### src/rtl/div_pkg.sv
// Shared types and constants for the sequential RV32M divider.
package div_pkg;

    localparam int unsigned XLEN = 32;

    // Encoding follows funct3[1:0] of the M-extension divide group.
    typedef enum logic [1:0] {
        DIV  = 2'b00,
        DIVU = 2'b01,
        REM  = 2'b10,
        REMU = 2'b11
    } op_e;

    typedef enum logic [1:0] {
        IDLE = 2'b00,
        CALC = 2'b01,
        FIX  = 2'b10,
        DONE = 2'b11
    } state_e;

    localparam logic [XLEN-1:0] DIV0_QUO = {XLEN{1'b1}};
    localparam logic [XLEN-1:0] INT_MIN  = {1'b1, {(XLEN-1){1'b0}}};

    function automatic logic op_is_signed(input op_e op);
        return ~op[0];
    endfunction

    function automatic logic op_is_rem(input op_e op);
        return op[1];
    endfunction

endpackage

### src/rtl/div_step.sv
// One combinational restoring-division iteration: shift, trial subtract, set quotient bit.
module div_step #(
    parameter int unsigned WIDTH = 32
) (
    input  logic [WIDTH-1:0] rem,
    input  logic [WIDTH-1:0] quo,
    input  logic [WIDTH-1:0] divisor,
    output logic [WIDTH-1:0] rem_next,
    output logic [WIDTH-1:0] quo_next
);

    logic [WIDTH-1:0] rem_sh;
    logic [WIDTH:0]   diff;
    logic             ge;

    // The bit shifted out of rem counts as a 2^WIDTH carry, so it forces the subtract.
    always_comb begin
        rem_sh   = {rem[WIDTH-2:0], quo[WIDTH-1]};
        diff     = {1'b0, rem_sh} - {1'b0, divisor};
        ge       = rem[WIDTH-1] | ~diff[WIDTH];
        rem_next = ge ? diff[WIDTH-1:0] : rem_sh;
        quo_next = {quo[WIDTH-2:0], ge};
    end

endmodule

### src/rtl/div32_seq.sv
// Multicycle DIV/DIVU/REM/REMU unit: one restoring step per clock, signs fixed up at the end.
module div32_seq
    import div_pkg::*;
#(
    parameter int unsigned WIDTH = XLEN
) (
    input  logic             clk,
    input  logic             rst_n,
    input  logic             start,
    input  logic [1:0]       op,
    input  logic [WIDTH-1:0] A,
    input  logic [WIDTH-1:0] B,
    output logic             busy,
    output logic             done,
    output logic [WIDTH-1:0] Q
);

    localparam int unsigned   CNT_W    = $clog2(WIDTH);
    localparam logic [CNT_W-1:0] CNT_LAST = CNT_W'(WIDTH - 1);
    localparam logic [WIDTH-1:0] ALL_ONES = {WIDTH{1'b1}};
    localparam logic [WIDTH-1:0] MIN_NEG  = {1'b1, {(WIDTH-1){1'b0}}};

    state_e           state_q, state_d;
    op_e              op_q, op_d;
    logic             neg_quo_q, neg_quo_d;
    logic             neg_rem_q, neg_rem_d;
    logic             div0_q, div0_d;
    logic             ovf_q, ovf_d;
    logic [CNT_W-1:0] cnt_q, cnt_d;
    logic [WIDTH-1:0] rem_q, rem_d;
    logic [WIDTH-1:0] quo_q, quo_d;
    logic [WIDTH-1:0] divisor_q, divisor_d;
    logic [WIDTH-1:0] q_d;
    logic             busy_d, done_d;

    logic [WIDTH-1:0] step_rem, step_quo;
    logic             sgn, sa, sb;
    logic [WIDTH-1:0] abs_a, abs_b;
    logic [WIDTH-1:0] result;

    div_step #(.WIDTH(WIDTH)) u_step (
        .rem      (rem_q),
        .quo      (quo_q),
        .divisor  (divisor_q),
        .rem_next (step_rem),
        .quo_next (step_quo)
    );

    // Operand conditioning for the request currently on the inputs.
    always_comb begin
        sgn   = op_is_signed(op_e'(op));
        sa    = sgn & A[WIDTH-1];
        sb    = sgn & B[WIDTH-1];
        abs_a = sa ? (WIDTH'(0) - A) : A;
        abs_b = sb ? (WIDTH'(0) - B) : B;
    end

    // Result selection; for special cases quo_q holds the raw dividend.
    always_comb begin
        if (div0_q) begin
            result = op_is_rem(op_q) ? quo_q : ALL_ONES;
        end else if (ovf_q) begin
            result = op_is_rem(op_q) ? WIDTH'(0) : MIN_NEG;
        end else if (op_is_rem(op_q)) begin
            result = neg_rem_q ? (WIDTH'(0) - rem_q) : rem_q;
        end else begin
            result = neg_quo_q ? (WIDTH'(0) - quo_q) : quo_q;
        end
    end

    always_ff @(posedge clk) begin
        if (!rst_n) begin
            state_q <= IDLE;
        end else begin
            state_q <= state_d;
        end
    end

    // Next state, datapath updates and registered-output inputs.
    always_comb begin
        state_d   = state_q;
        op_d      = op_q;
        neg_quo_d = neg_quo_q;
        neg_rem_d = neg_rem_q;
        div0_d    = div0_q;
        ovf_d     = ovf_q;
        cnt_d     = cnt_q;
        rem_d     = rem_q;
        quo_d     = quo_q;
        divisor_d = divisor_q;
        q_d       = Q;
        busy_d    = 1'b0;
        done_d    = 1'b0;

        unique case (state_q)
            IDLE: begin
                if (start) begin
                    op_d      = op_e'(op);
                    neg_quo_d = sa ^ sb;
                    neg_rem_d = sa;
                    div0_d    = (B == WIDTH'(0));
                    ovf_d     = sgn && (A == MIN_NEG) && (B == ALL_ONES);
                    divisor_d = abs_b;
                    rem_d     = WIDTH'(0);
                    cnt_d     = CNT_W'(0);
                    if (div0_d || ovf_d) begin
                        quo_d   = A;
                        state_d = FIX;
                    end else begin
                        quo_d   = abs_a;
                        state_d = CALC;
                    end
                end
            end
            CALC: begin
                rem_d = step_rem;
                quo_d = step_quo;
                cnt_d = cnt_q + CNT_W'(1);
                if (cnt_q == CNT_LAST) begin
                    state_d = FIX;
                end
            end
            FIX: begin
                q_d     = result;
                state_d = DONE;
            end
            DONE: begin
                state_d = IDLE;
            end
            default: begin
                state_d = IDLE;
            end
        endcase

        busy_d = (state_d == CALC) || (state_d == FIX);
        done_d = (state_d == DONE);
    end

    always_ff @(posedge clk) begin
        if (!rst_n) begin
            op_q      <= DIV;
            neg_quo_q <= 1'b0;
            neg_rem_q <= 1'b0;
            div0_q    <= 1'b0;
            ovf_q     <= 1'b0;
            cnt_q     <= '0;
            rem_q     <= '0;
            quo_q     <= '0;
            divisor_q <= '0;
            Q         <= '0;
            busy      <= 1'b0;
            done      <= 1'b0;
        end else begin
            op_q      <= op_d;
            neg_quo_q <= neg_quo_d;
            neg_rem_q <= neg_rem_d;
            div0_q    <= div0_d;
            ovf_q     <= ovf_d;
            cnt_q     <= cnt_d;
            rem_q     <= rem_d;
            quo_q     <= quo_d;
            divisor_q <= divisor_d;
            Q         <= q_d;
            busy      <= busy_d;
            done      <= done_d;
        end
    end

endmodule

### config.mk
export PLATFORM = sky130hd
export DESIGN_NAME = div32_seq
export DESIGN_NICKNAME = d
export VERILOG_FILES = /design/src/rtl/div_pkg.sv /design/src/rtl/div_step.sv /design/src/rtl/div32_seq.sv
export SDC_FILE = /design/constraint.sdc
export NUM_CORES = 1
export LEC_CHECK = 0
export ABC_CLOCK_PERIOD_IN_PS = 7200
export CAP_MARGIN = 40
export CORE_MARGIN = 3
export CORE_UTILIZATION = 60
export CTS_CLUSTER_DIAMETER = 100
export DETAILED_ROUTE_END_ITERATION = 8
export PLACE_DENSITY = 0.83
export SLEW_MARGIN = 20
export SYNTH_ARGS = -nofsm -noshare
export SYNTH_HDL_FRONTEND = slang
export SYNTH_SLANG_ARGS = --single-unit
export TNS_END_PERCENT = 20
### constraint.sdc
create_clock -name clk -period 7.2 [get_ports clk]
set_clock_uncertainty 0.05 [all_clocks]
set_input_delay 1.44 -clock clk [delete_from_list [all_inputs] [get_ports clk]]
set_output_delay 1.44 -clock clk [all_outputs]
set_load 0.05 [all_outputs]
==> results.md, run 1 <==
* Vias at about 11k
* I/O Buffers at ~100
* R2R depth at 11
* Clk buf depth at 2
* Mapped Avg Cell Area at 7.62 um^2
* Worst path required time at 7.51 ns
* RSZ-0062 raised after global routing: no
* Reg2Reg Setup Slack at approximately 2.8 ns
* Most frequent cells in the layout: dfxtp_1, o21ai_0, a21oi_1
* Diodes inserted at 0
* Initial DRT Pass Iterations at 8
* Clock Tree Root: clkbuf_16
* Cell row count at between 40 and 50
* VDD IR-drop max at about 0.00018 V
* Commonest non-fill, non-tap cell in the layout: dfxtp_1
* Top Ports at a little over 100
* Routed WL per cell at about 20 um
* Post-CTS setup buffers at 0
* Number of synthesis warnings at 0
* Drt initial violations at around 1.3k
* HPWL Detailed at ~24000 um
* Hold endpoint: Q[10]$_SDFFE_PN0N_
* F_max at roughly 0.22 GHz
* Share of the synthesized area in the top cell type at approximately a quarter
* Hold Path Depth at 2
* Fin Hold WS at approximately 0.40 ns
* DRC Markers at 0
* Vias in the first global route at 10.2k
* Number of hold buffers added after cts at 0
* # setup viols final at 0
* Worst hold start: Q[10]$_SDFFE_PN0N_
* Arr. time, crit path at roughly 4.9 ns
* Power Density at roughly 190 nW/um^2
* Synth cell types at 76
* Asr flop ratio synth at 0%
* Main area contributors after synthesis: dfxtp_1, o21ai_0, a21oi_1
* Layout cell share with drive strength beyond 1 at 7.44%
* PostCTS Resize Cnt at 0
* Later-pin clock latency in the skew report at approximately 0.43 ns
* Prevailing post-synth register cell: dfxtp_1
* H-tree depth at 4
* Synthesis-stage register bit count at 142
* Syn Nets at 1519
* RR Endpoint: rem_q[21]$_SDFFE_PN0P_
* Clock period minus worst slack at ~4.6 ns
* Number of nets in the layout at 1561
* Initial Util at 61.7%
* Mapped cell area at between 10000 and 15000 um^2
* Worst min path class: reg2reg
* CTS tree: yes
* Final TNS setup at 0 ns
* Post-synth EDFFs at 0
* Initial antenna violation count at 0
* Die height at 140 um
* Die ar. at approximately 20000 um^2
* Area grow syn2layout at 15.6%
* Clock sink total at between 100 and 150
* Slew HR at 42.7%
* Core ar. at between 15000 and 20000 um^2
* Status: finished clean
* Seq/Total Area, Yosys at 26.4%
* GR Overflow Total at 0
* Endpoint class of the critical path: flip-flop
* First-pass GRT wire length at 53000 um
* Pin count of the biggest net entering global routing at just over 80
* WL final at between 30000 and 40000 um
* Gpl congestion at about 0.97
* R2R Path Start: quo_q[31]$_SDFFE_PN0P_
* Fin. max-slew vios at 0
* Kind of critical path: in2reg
* Final Util at between 70 and 80%
* LEAKAGE at 4.51 nW
* Cells after Synth at 1410
* Worst-margin pin slew at around 0.85 ns
* Max-Cap Viols at 0
* Die W at roughly 140 um
* GRT Total Usage at between 30% and 40%
* Total CTS buffers at 17
* Startpoint types: input pin
* Final Hold Viols at 0
* Crit path max fanout at 38
* Period utilization at 63.4%
* Vias per cell at about 6.7
* Antenna Nets Post-Route at 0
* Post-synth top area cell: dfxtp_1
* Clk slew on worst S/H paths at 0.06 ns
## synthesized netlist by cell type, types with 12 or more instances
master	n
nand4_1	12
o21ai_0	132
o21a_1	21
o31ai_1	20
a32oi_1	14
a21oi_1	114
clkbuf_1	80
nor2_1	107
or4_1	14
nor3_1	49
ha_1	39
a21o_1	14
nand2b_1	13
mux2i_1	14
dfxtp_1	142
a221oi_2	14
a22oi_1	33
o41ai_1	14
or3_1	23
xor2_1	45
o31a_1	18
a211oi_1	28
nand3_1	29
nor4_1	15
a31oi_1	22
nand2_1	109
inv_1	54
xnor2_1	49
## per-layer routing
metal  vias up  share of wire, %  track usage, %
met3        78                11            6.46
met4         0               3.0            11.4
met1      5288                43            48.0
li1       5354                 -               -
met5         -                 0               0
met2       648                43            48.4
## through the flow
step	setup WS, ns	total power, mW	instance area (um^2)	std cells
after floorplan	3.39	1.28	10700	1410
after global placement	2.08	1.44	11700	1651
after detailed placement	2.24	1.46	11800	1655
after CTS	2.41	2.36	12400	1687
after global routing	2.40	2.47	12400	1690
final	2.64	2.38	12400	1690
## report_power, final
part	switching [mW]	total, mW	leakage, nW	internal, mW
Sequential	0.0541	0.875	1.16	0.821
Clock	0.361	0.910	0.288	0.549
Combinational	0.353	0.594	3.06	0.241
Total	0.768	2.38	4.51	1.61
## state kept, by name, indices dropped and copies added, names as in the netlist
| name | flops |
|---|---|
| neg_rem_q | 1 |
| quo_q | 32 |
| done | 1 |
| divisor_q | 32 |
| div0_q | 1 |
| Q | 32 |
| cnt_q | 5 |
| ovf_q | 1 |
| neg_quo_q | 1 |
| busy | 1 |
| rem_q | 32 |
| op_q | 1 |
| state_q | 2 |
## worst max-delay path, cell delays in order
cell	delay [ns]
clkdlybuf4s50_1	0.52
or4_1	0.65
nor4_2	0.44
nand3_2	0.22
nor4_4	0.29
or3_2	0.67
buf_16	0.24
o21a_1	0.13
o21ai_0	0.08
a21oi_1	0.18
## worst max-delay path by stage
stage          cells past startpoint                    from  slack [ns]                      to
2_1_floorplan                     12                    B[0]        3.39  quo_q[15]$_SDFFE_PN0P_
3_5_place_dp                      12                    B[0]        2.24  quo_q[22]$_SDFFE_PN0P_
5_1_grt                           10                   B[14]        2.40  quo_q[22]$_SDFFE_PN0P_
6_report                          10                    A[9]        2.64  quo_q[22]$_SDFFE_PN0P_
4_1_cts                           11  quo_q[31]$_SDFFE_PN0P_        2.41  rem_q[17]$_SDFFE_PN0P_
3_3_place_gp                      11                    B[0]        2.08  quo_q[15]$_SDFFE_PN0P_
## cell type report
cell class | instances | area, um^2
Multi-Input combinational cell | 1114 | 7270
Sequential cell | 142 | 2840
Tap cell | 225 | 282
Inverter | 55 | 206
Fill cell | 1445 | 4990
Clock buffer | 21 | 480
Timing Repair Buffer | 122 | 1220
Clock inverter | 11 | 130
## kinds of logic (layout without fill, tap and decap cells)
family / count (synthesis) / in the layout / share of synthesized area, %
adders and majority gates: 40 / 40 / 4.73
and+or+nand+nor: 430 / 430 / 20.3
DFF: 142 / 142 / 26.4
xor gates and xnor gates: 94 / 94 / 7.66
buffers and inverters: 154 / 209 / 6.08
AOI/OAI and AO/OA: 534 / 534 / 33.3
muxes: 16 / 16 / 1.51
Power figures use the tool's default switching activity.
==> inputs of run 2 (changes only) <==
--- a/config.mk
+++ b/config.mk
@@ -5,13 +5,13 @@
 export SDC_FILE = /design/constraint.sdc
 export NUM_CORES = 1
 export LEC_CHECK = 0
-export ABC_CLOCK_PERIOD_IN_PS = 7200
+export ABC_CLOCK_PERIOD_IN_PS = 4400
 export CAP_MARGIN = 40
 export CORE_MARGIN = 3
-export CORE_UTILIZATION = 60
+export CORE_UTILIZATION = 59
 export CTS_CLUSTER_DIAMETER = 100
 export DETAILED_ROUTE_END_ITERATION = 8
-export PLACE_DENSITY = 0.83
+export PLACE_DENSITY = 0.82
 export SLEW_MARGIN = 20
 export SYNTH_ARGS = -nofsm -noshare
 export SYNTH_HDL_FRONTEND = slang
==> constraint.sdc (replaced) <==
create_clock -name clk -period 4.4 [get_ports clk]
set_clock_uncertainty 0.05 [all_clocks]
set_input_delay 0.88 -clock clk [delete_from_list [all_inputs] [get_ports clk]]
set_output_delay 0.88 -clock clk [all_outputs]
set_load 0.05 [all_outputs]
==> results.md, run 2 (same netlist as run 1, synthesis figures left out) <==
* Kind of critical path: reg2reg
* GR Overflow Total at 0 (unchanged)
* Worst-margin pin slew at 0.884 ns (+0.0302 ns)
* Top Ports at 103 (unchanged)
* Startpoint types: flip-flop
* Die ar. at 19900 um^2 (+1.6%)
* Core ar. at 17500 um^2 (+0.69%)
* Crit path max fanout at 21 (-45%)
* Drt initial violations at 1397 (+4.3%)
* Final TNS setup at 0 ns (unchanged)
* Endpoint class of the critical path: flip-flop
* Arr. time, crit path at 4.15 ns (-0.73 ns)
* Internal power at 2.57 mW (+59%)
* Total CTS buffers at 17 (unchanged)
* Period utilization at approximately 89%
* Clock Tree Root: clkbuf_16
* Placed inst area at 11900 um^2 (+0.64%)
* Cell row count at 48 (unchanged)
* Final std cells w/o fill at 1697 (+0.41%)
* Power Density at 306 nW/um^2 (+60%)
* Register share of total power at 37.7% (+0.9 points)
* Final Util at 70.9% (-0.49 points)
* Pin count of the biggest net entering global routing at 79 (-4.8%)
* CTS tree: yes
* Area grow syn2layout at 15.6% (unchanged)
* WL final at 33300 um (+0.87%)
* Diodes inserted at 0 (unchanged)
* Commonest non-fill, non-tap cell in the layout: dfxtp_1
* Gpl congestion at 0.983 (+1.1%)
* Fin area at 12400 um^2 (unchanged)
* Worst min path class: reg2reg
* Switching share of total power at 32.4% (+0.14 points)
* Clock sink total at 142 (unchanged)
* Later-pin clock latency in the skew report at 0.43 ns (about the same)
* H-tree depth at 4 (unchanged)
* First-pass GRT wire length at 53700 um (+1.2%)
* Clock period minus worst slack at a little under 4 ns
* RSZ-0062 raised after global routing: no
* Worst path required time at 4.66 ns (-2.85 ns)
* VDD IR-drop max at 0.000306 V (+74%)
* F_max at 0.256 GHz
* Status: finished clean
* Clk buf depth at 2 (unchanged)
* Antenna Nets Post-Route at 0 (unchanged)
* Final Hold Viols at 0 (unchanged)
* GRT Total Usage at 33.0% (+0.087 points)
* DRC Markers at 0 (unchanged)
* Switch Pwr at 1.23 mW (+60%)
* Die W at 141 um (+0.81%)
* Clock power share at 36.8% (-1.5 points)
* Vias per cell at 6.67 (-0.91%)
* Clk slew on worst S/H paths at 0.06 ns (about the same)
* HPWL Detailed at 24400 um (+1.6%)
* Most frequent cells in the layout: dfxtp_1, o21ai_0, a21oi_1
* PostCTS Resize Cnt at 0 (unchanged)
* Post-CTS setup buffers at 0 (unchanged)
* Initial antenna violation count at 0 (unchanged)
* Vias in the first global route at 10.4k (+1.1%)
* Max-Cap Viols at 0 (unchanged)
* Number of hold buffers added after cts at 0 (unchanged)
* Initial DRT Pass Iterations at 8 (unchanged)
* Comb pwr share at 25.5% (+0.5 points)
* LEAKAGE at 4.53 nW (+0.52%)
* I/O Buffers at 102 (unchanged)
* Initial Util at 61.3% (-0.42 points)
* Fin Hold WS at 0.401 ns (-0.00180 ns)
* Die height at 141 um (+0.81%)
* Layout cell share with drive strength beyond 1 at 7.81% (+0.37 points)
* Vias at 11.3k (-0.50%)
* # setup viols final at 0 (unchanged)
* Fin. max-slew vios at 0 (unchanged)
* Routed WL per cell at 19.6 um (+0.45%)
* Number of nets in the layout at 1569 (+0.51%)
* Slew HR at 40.5% (-2.1 points)
* Dpl cells at 1666 (+0.66%)
==> run 2: cell count changes in the layout (fill, tap and decap cells not counted), moves of 2 or more <==
cell	previous run	this run
buf_4	15	26
buf_8	2	0
clkinv_2	1	3
clkinvlp_4	4	2
inv_6	2	0
==> run 2: layout make-up <==
type | instances | area (um^2)
multi-input cells | 1114 | 7270
fillers | 1456 | 5110
flip-flops and latches | 142 | 2840
repair buffers | 130 | 1260
clock buffers | 22 | 484
well taps | 225 | 282
inverters | 55 | 206
clock inverters | 9 | 86.3
==> run 2: per-stage QoR <==
stage	setup slack (ns)	total power, mW
4_1_cts	0.608	3.77
3_3_place_gp	0.428	2.37
3_5_place_dp	0.296	2.39
5_1_grt	0.259	3.96
2_1_floorplan	1.15	2.10
6_report	0.501	3.80
==> run 2: final timing paths <==
check / from / end / slack (ns) / cells after the start
worst min register to register: divisor_q[31]$_SDFFE_PN0P_ / divisor_q[31]$_SDFFE_PN0P_ / 0.40 / 2
worst min-delay path: divisor_q[31]$_SDFFE_PN0P_ / divisor_q[31]$_SDFFE_PN0P_ / 0.40 / 2
worst max-delay path: quo_q[31]$_SDFFE_PN0P_ / rem_q[28]$_SDFFE_PN0P_ / 0.50 / 12
worst max register to register: quo_q[31]$_SDFFE_PN0P_ / rem_q[28]$_SDFFE_PN0P_ / 0.50 / 12
==> run 2: critical path: stages, from the launching register on <==
cell,delay [ns]
dfxtp_1,0.38
inv_1,0.08
ha_1,0.23
fa_1,0.42
nand2b_1,0.19
a21oi_1,0.30
o21ai_0,0.23
a2111oi_0,0.56
buf_4,0.21
o21ai_1,0.19
and2_1,0.50
a32oi_1,0.31
o21ai_0,0.12
==> run 2: routing by layer <==
layer	part of all wire [%]	wire length [um]	GRT usage [%]	up-vias
li1	-	-	-	5362
met1	43	14400	46.7	5262
met2	43	14200	48.7	613
met3	11	3720	8.18	74
met4	2.9	980	11.9	0
met5	0	0	0	-
==> run 2: power groups by stage <==
stage	registers, mW	logic [mW]	clock network [mW]
3_3_place_gp	1.45	0.922	0
3_5_place_dp	1.45	0.939	0
5_1_grt	1.44	1.07	1.46
2_1_floorplan	1.41	0.685	0
4_1_cts	1.43	0.948	1.40
6_report	1.43	0.969	1.40
